===== src/rtl/ysyx_23060111_mem_arb.sv =====
// Two-master (IFU/LSU) to one-slave memory arbiter with one outstanding transaction.
// LSU wins by default; a starvation counter forces an IFU grant after STARVE_LIMIT LSU wins.
module ysyx_23060111_mem_arb #(
  parameter int AW           = 32,
  parameter int DW           = 32,
  parameter int STARVE_LIMIT = 4
) (
  input  logic            clk,
  input  logic            rst,
  input  logic            ifu_req_valid,
  output logic            ifu_req_ready,
  input  logic [AW-1:0]   ifu_addr,
  output logic            ifu_resp_valid,
  input  logic            ifu_resp_ready,
  output logic [DW-1:0]   ifu_rdata,
  input  logic            lsu_req_valid,
  output logic            lsu_req_ready,
  input  logic [AW-1:0]   lsu_addr,
  input  logic            lsu_wen,
  input  logic [DW-1:0]   lsu_wdata,
  input  logic [DW/8-1:0] lsu_wmask,
  output logic            lsu_resp_valid,
  input  logic            lsu_resp_ready,
  output logic [DW-1:0]   lsu_rdata,
  output logic            mem_req_valid,
  input  logic            mem_req_ready,
  output logic [AW-1:0]   mem_addr,
  output logic            mem_wen,
  output logic [DW-1:0]   mem_wdata,
  output logic [DW/8-1:0] mem_wmask,
  input  logic            mem_resp_valid,
  output logic            mem_resp_ready,
  input  logic [DW-1:0]   mem_rdata,
  output logic            owner,
  output logic            busy
);

  typedef enum logic [1:0] {IDLE, ISSUE, WAIT, DELIVER} state_t;

  localparam logic [3:0] LIMIT = 4'(STARVE_LIMIT);

  state_t            state, state_nxt;
  logic [3:0]        starve_cnt;
  logic              owner_q;
  logic [AW-1:0]     addr_q;
  logic              wen_q;
  logic [DW-1:0]     wdata_q;
  logic [DW/8-1:0]   wmask_q;
  logic [DW-1:0]     rdata_q;
  logic              grant_lsu, grant_ifu;

  function automatic logic [3:0] sat_inc(input logic [3:0] cnt);
    return (cnt == LIMIT) ? cnt : cnt + 4'd1;
  endfunction

  always_comb begin
    state_nxt      = state;
    grant_lsu      = 1'b0;
    grant_ifu      = 1'b0;
    ifu_req_ready  = 1'b0;
    lsu_req_ready  = 1'b0;
    mem_req_valid  = 1'b0;
    mem_resp_ready = 1'b0;
    ifu_resp_valid = 1'b0;
    lsu_resp_valid = 1'b0;
    case (state)
      IDLE: begin
        grant_lsu     = lsu_req_valid && ((starve_cnt != LIMIT) || !ifu_req_valid);
        grant_ifu     = !grant_lsu && ifu_req_valid;
        lsu_req_ready = grant_lsu;
        ifu_req_ready = grant_ifu;
        if (grant_lsu || grant_ifu) state_nxt = ISSUE;
      end
      ISSUE: begin
        mem_req_valid = 1'b1;
        if (mem_req_ready) state_nxt = WAIT;
      end
      WAIT: begin
        mem_resp_ready = 1'b1;
        if (mem_resp_valid) state_nxt = DELIVER;
      end
      DELIVER: begin
        lsu_resp_valid = owner_q;
        ifu_resp_valid = !owner_q;
        if (owner_q ? lsu_resp_ready : ifu_resp_ready) state_nxt = IDLE;
      end
      default: state_nxt = IDLE;
    endcase
  end

  always_ff @(posedge clk or negedge rst) begin
    if (!rst) state <= IDLE;
    else      state <= state_nxt;
  end

  // Request capture at grant time; response capture on the WAIT handshake.
  always_ff @(posedge clk or negedge rst) begin
    if (!rst) begin
      starve_cnt <= 4'd0;
      owner_q    <= 1'b0;
      addr_q     <= '0;
      wen_q      <= 1'b0;
      wdata_q    <= '0;
      wmask_q    <= '0;
      rdata_q    <= '0;
    end else begin
      if (grant_lsu) begin
        owner_q <= 1'b1;
        addr_q  <= lsu_addr;
        wen_q   <= lsu_wen;
        wdata_q <= lsu_wdata;
        wmask_q <= lsu_wmask;
        if (ifu_req_valid) starve_cnt <= sat_inc(starve_cnt);
      end else if (grant_ifu) begin
        owner_q    <= 1'b0;
        addr_q     <= ifu_addr;
        wen_q      <= 1'b0;
        wdata_q    <= '0;
        wmask_q    <= '0;
        starve_cnt <= 4'd0;
      end
      if (state == WAIT && mem_resp_valid) rdata_q <= mem_rdata;
    end
  end

  assign mem_addr  = addr_q;
  assign mem_wen   = wen_q;
  assign mem_wdata = wdata_q;
  assign mem_wmask = wmask_q;
  assign ifu_rdata = rdata_q;
  assign lsu_rdata = rdata_q;
  assign owner     = owner_q;
  assign busy      = (state != IDLE);

endmodule


===== config.mk =====
export PLATFORM = sky130hd
export DESIGN_NAME = ysyx_23060111_mem_arb
export DESIGN_NICKNAME = d
export VERILOG_FILES = /design/src/rtl/ysyx_23060111_mem_arb.sv
export SDC_FILE = /design/constraint.sdc
export NUM_CORES = 1
export LEC_CHECK = 0
export ABC_AREA = 0
export BUFFER_PORTS_ARGS = -buffer_cell sky130_fd_sc_hd__buf_2
export CAP_MARGIN = 20
export CORE_MARGIN = 5
export CORE_UTILIZATION = 44
export CTS_BUF_LIST = sky130_fd_sc_hd__clkbuf_2
export DETAILED_ROUTE_END_ITERATION = 10
export GPL_TIMING_DRIVEN = 0
export PLACE_DENSITY = 0.82
export SYNTH_ARGS = -nofsm -noshare
export SYNTH_HDL_FRONTEND = slang
export SYNTH_SLANG_ARGS = --single-unit

===== constraint.sdc =====
create_clock -name clk -period 1.9 [get_ports clk]
set_input_delay 0.19 -clock clk [delete_from_list [all_inputs] [get_ports clk]]
set_output_delay 0.19 -clock clk [all_outputs]
set_load 0.005 [all_outputs]

Word level (Yosys, flattened, before mapping) --
Index checks and enable logic that the tools add are counted.
Word-level totals: input port bits 141, output and inout port bits 141, bits in registers 108
Operators by class: equal/unequal tests 11, reduce and logical (&&, ||, !) cells 13, add/sub/neg operators 1, mux-type cells 24
Operators with widths (count):
- 2-to-1 mux 32 bit | 4
- 2-to-1 mux 4 bit | 5
- != test 2 bit, second input constant | 6
- 2-to-1 mux 1 bit | 10
- 2-to-1 mux 2 bit | 4
- case mux 2 bit (4 select lines) | 1
- adder 4 x 1 -> 4 bit, second input constant | 1
- equality test 2 bit, second input constant | 2
- equality test 4 x 3 -> 1 bit, second input constant | 1
- != test 4 x 3 -> 1 bit, second input constant | 1
- AND reduction 4 bit | 1
- nonzero test 2 bit | 2
- logical AND 1 bit | 3
- zero test 1 bit | 3
- AND reduction 3 bit | 1
- equality test 2 x 1 -> 1 bit, second input constant | 1
- zero test 2 bit | 1
- logical OR 1 bit | 2

Logic depth before layout (Yosys ltp) --
word-level depth 8, depth in mapped cells 8

Worst setup path before layout --
Ideal clock, no wire load.
path type flip-flop to flip-flop, start reg state[0], end reg state[1], cell stages (with the launch flop) 7, setup slack 0.291 ns, buffers on the path 1, data required time 1.775 ns, arrival time 1.485 ns, period minus slack after synthesis 1.609 ns, path through dfrtp_1 > inv_1 > ha_1 > buf_2 > a222oi_1 > o221ai_1 > mux2_2
Between the ends: word-level cells in the longest chain between the ends 3
Ends and longest elaborated chain:
- start, declared | line 42 | state_t state, state_nxt;
- start signal, assigned | line 93 | else state <= state_nxt;
- equality test 2 bit, or another cell as far along | line 66 | case (state)
- != test 2 bit (no line)
- AND reduction 4 bit (no line)
Parallel ways exist; a longest one is shown, timed or not. A chain may end at the register's enable or synchronous reset.

Worst setup path in the final report --
start reg state[1], end out ifu_req_ready
Between the ends: word-level cells in the longest chain between the ends 2
Ends and longest elaborated chain:
- zero test 2 bit | line 66
- 2-to-1 mux 1 bit | line 66
- end, declared | line 11 | output logic ifu_req_ready,
No other way between the ends.

==> summary.txt <==
Clocking
  – CTS tree: yes
  – Root Driver: clkbuf_2
  – CTS Sinks: roughly 110
  – H-tree depth: 3
  – Worst-Skew Late Latency: slightly below 0.6 ns
  – CTS buffer count: 9
  – CTS clk-pin slew, worst paths: 0.31 ns
  – CTS Buffer Depth: 2

STA
  – Fmax: roughly 0.5 GHz
  – Post-route setup slack: -0.0903 ns
  – Final min period: between 1.5 and 2 ns
  – Slew Limit Fails: 0
  – Setup violations, final: 2
  – Relative slew slack: approximately 66%
  – Unrepaired setup endpoints after global routing: true
  – Hold_ws: ~0.070 ns
  – Worst Max-Slew Pin Slew: 0.505 ns
  – Final Hold Vio Count: 0
  – Clock skew: around 0.052 ns
  – Period utilization: 105%

Global routing
  – Initial antenna violation count: 1
  – Total gr overflow: 0
  – First-pass GRT wire length: roughly 28 mm
  – Vias in the first global route: 5406
  – Total track usage: between 20% and 30%
  – Largest net degree at the start of global routing: 56

Pwr
  – Maximum VDD drop: 0.000769 V
  – Clock share of power: about a tenth
  – Comb power frac: between 50% and 60%
  – Internal power: approximately 6600 uW
  – Switching Fraction: a little under two fifths
  – Cell Pwr Density: 1340 nW/um^2
  – Lkg Pwr: a little over 0.004 uW
  – Sequential share of power: around two fifths
  – P_sw: between 3000 and 4000 uW

Critical path
  – CP startpoint kind: flop
  – RR Startpoint: state[1]$_DFFE_PN0P_
  – Largest stage delay, worst path: about 0.46 ns
  – Worst-path cell chain: inv_2 -> ha_4 -> nand2_4 -> a21o_1 -> buf_6 -> inv_4 -> buf_6
  – CP max stage cell: dfrtp_1
  – Critical path type: reg -> out
  – Critical Path Sink Type: output port
  – Crit. Startpoint: state[1]$_DFFE_PN0P_
  – CP Max Fanout: 4
  – Worst path most repeated cell: buf_6
  – Crit path DAT: approximately 1.8 ns
  – Crit path required time: ~1.7 ns

Place
  – Placer Congestion: about 0.8
  – Port Buffers: 281
  – Pre-CTS setup slack: -0.0321 ns
  – DP Wirelength: 10.2 mm

Yosys
  – Ys Warns: 0
  – Post-synthesis sequential area ratio: ~60%
  – Yosys reg bits: approximately 110
  – Post-synth EDFFs: 0
  – Synth area leaders: dfrtp_1 (60%), mux2_2 (8.3%), a22o_1 (7.2%), nor2_1 (5.7%), buf_4 (5.3%)
  – Cells after Synth: 375
  – Cell taking the most area after synthesis: dfrtp_1
  – Syn Area/Cell: around 12 sq um
  – Top cells by count, synth: dfrtp_1 (108), nor2_1 (68), a22o_1 (37)
  – Mapped Nets: around 520
  – Synthesized area: roughly 4500 sq um
  – Asr flop ratio synth: 100%
  – Post-synth top area share: 60.1%
  – Most numerous cell in the Yosys netlist: dfrtp_1
  – Yosys cell types: 29
  – Top_reg_cell synth: dfrtp_1

Status
  – Failing checks: negative setup slack
  – Status: finished, violations left

Drt
  – WL final: 17.9 mm
  – Routed vias/inst: 5.14
  – DR pass1 iterations: 5
  – Number of remaining DRC errors: 0
  – Initial DRC count: roughly 270
  – Drt wl/cell: around 19 microns
  – DRT antenna net count: 0
  – DR vias: roughly 5000

Cells and area
  – Finished Core Util: between 70 and 80%
  – Fill cell count: 563
  – Layout cells sized above 1: about half
  – Area Overhead vs Synth: 74.3%
  – # nets final: a little under 1000

Die
  – Die area: ~12000 sq um
  – Die Y: 111 microns
  – Row cnt: 37
  – IO Count: approximately 280
  – Die Wd: ~110 microns
  – Initial Utilization: approximately 44%
  – Core area: between 10000 and 15000 sq um

Worst hold path
  – Hold Path Class: in -> reg
  – Hold Startpoint: ifu_req_valid

Job
  – Max Cap Viol: 0
## cells in the final DEF (no fill, tap or decap), types with 6 or more instances in the layout
cell             n
buf_2          286
dlygate4sd3_1  137
dfrtp_1        108
nor2_1          67
buf_4           46
a22o_1          37
mux2_2          32
o22ai_1         31
clkbuf_2        12
buf_6            7
inv_1            6
nand2_1          6
## layout make-up
cell class                 count  area, sq um  share of cell area, %
clock inverter                 7         75.1                  0.957
clock buffer                   9         45.0                  0.574
sequential                   108         2700                   34.5
antenna                        1         2.50                 0.0319
inverter                      11         48.8                  0.622
multi-input combinational    204         1490                   19.0
buffer                        49          340                   4.34
tap                          136          170                   2.17
timing repair buffer         435         2970                   37.8
## worst paths after layout
path                                             end  slack, ns  cells past startpoint
max                                    ifu_req_ready      -0.09                      7
max in group asynchronous    mem_addr[2]$_DFFE_PN0P_       1.48                      3
max reg2reg                 mem_addr[20]$_DFFE_PN0P_       0.04                      9
min reg2reg                mem_wdata[15]$_DFFE_PN0P_       0.54                      1
min in group asynchronous  ifu_rdata[26]$_DFFE_PN0P_       0.12                      3
min                                owner$_DFFE_PN0P_       0.07                      5
## cells by family (layout without fill, tap and decap cells)
group / Yosys count / count (layout) / synth area share (%)
compound gates: 77 / 77 / 12.9
xor+xnor: 1 / 1 / 0.195
fa+ha+maj: 7 / 7 / 1.95
buf+inv: 63 / 511 / 8.73
flops: 108 / 108 / 60.1
mux: 34 / 34 / 8.48
other cells: 0 / 1 / 0
simple gates: 85 / 85 / 7.68
## critical path, delay by kind of cell, from the launching register on
family          cells  cell delay [ns]
compound gates      1             0.18
fa+ha+maj           1             0.20
buf+inv             4             0.35
flops               1             0.46
simple gates        1             0.06
## registers in the layout (all words and copies together), names as in the netlist
name,count
starve_cnt,4
mem_wen,1
mem_wmask,4
mem_addr,32
mem_wdata,32
state,2
ifu_rdata,32
owner,1
## metal layers
layer,part of all wire [%],global-route usage (%)
met1,35,30.7
met2,51,49.4
met3,8.2,6.88
met4,5.8,17.0
met5,0,0
## per-stage QoR
| stage | power [uW] | TNS (ns) | cells | instance area, sq um |
|---|---|---|---|---|
| global route | 11200 | -0.403 | 960 | 7840 |
| CTS | 10200 | -0.201 | 957 | 7760 |
| global placement | 8370 | -47.35 | 792 | 6070 |
| finish | 10500 | -0.0980 | 960 | 7840 |
| floorplan | 6430 | 0 | 375 | 4500 |
| detailed placement | 8620 | -0.0321 | 794 | 6130 |
## timing repair
item | 4_1_cts | 5_1_grt
hold buffers | 135 | 2
hold endpoints to repair | 211 | 1
buffers inserted | 13 | 3
pin swaps | 1 | 5
gates resized for setup | 18 | 17
setup endpoints to repair | 4 | 61
## power by group through the flow
stage	clock network [uW]	logic, uW	registers (uW)
after floorplan	0	2350	4080
after global placement	0	4390	3980
after detailed placement	0	4570	4050
after CTS	1120	5040	3990
after global routing	1230	5800	4190
final	1100	5370	4070
(Power assumes the default switching activity.)
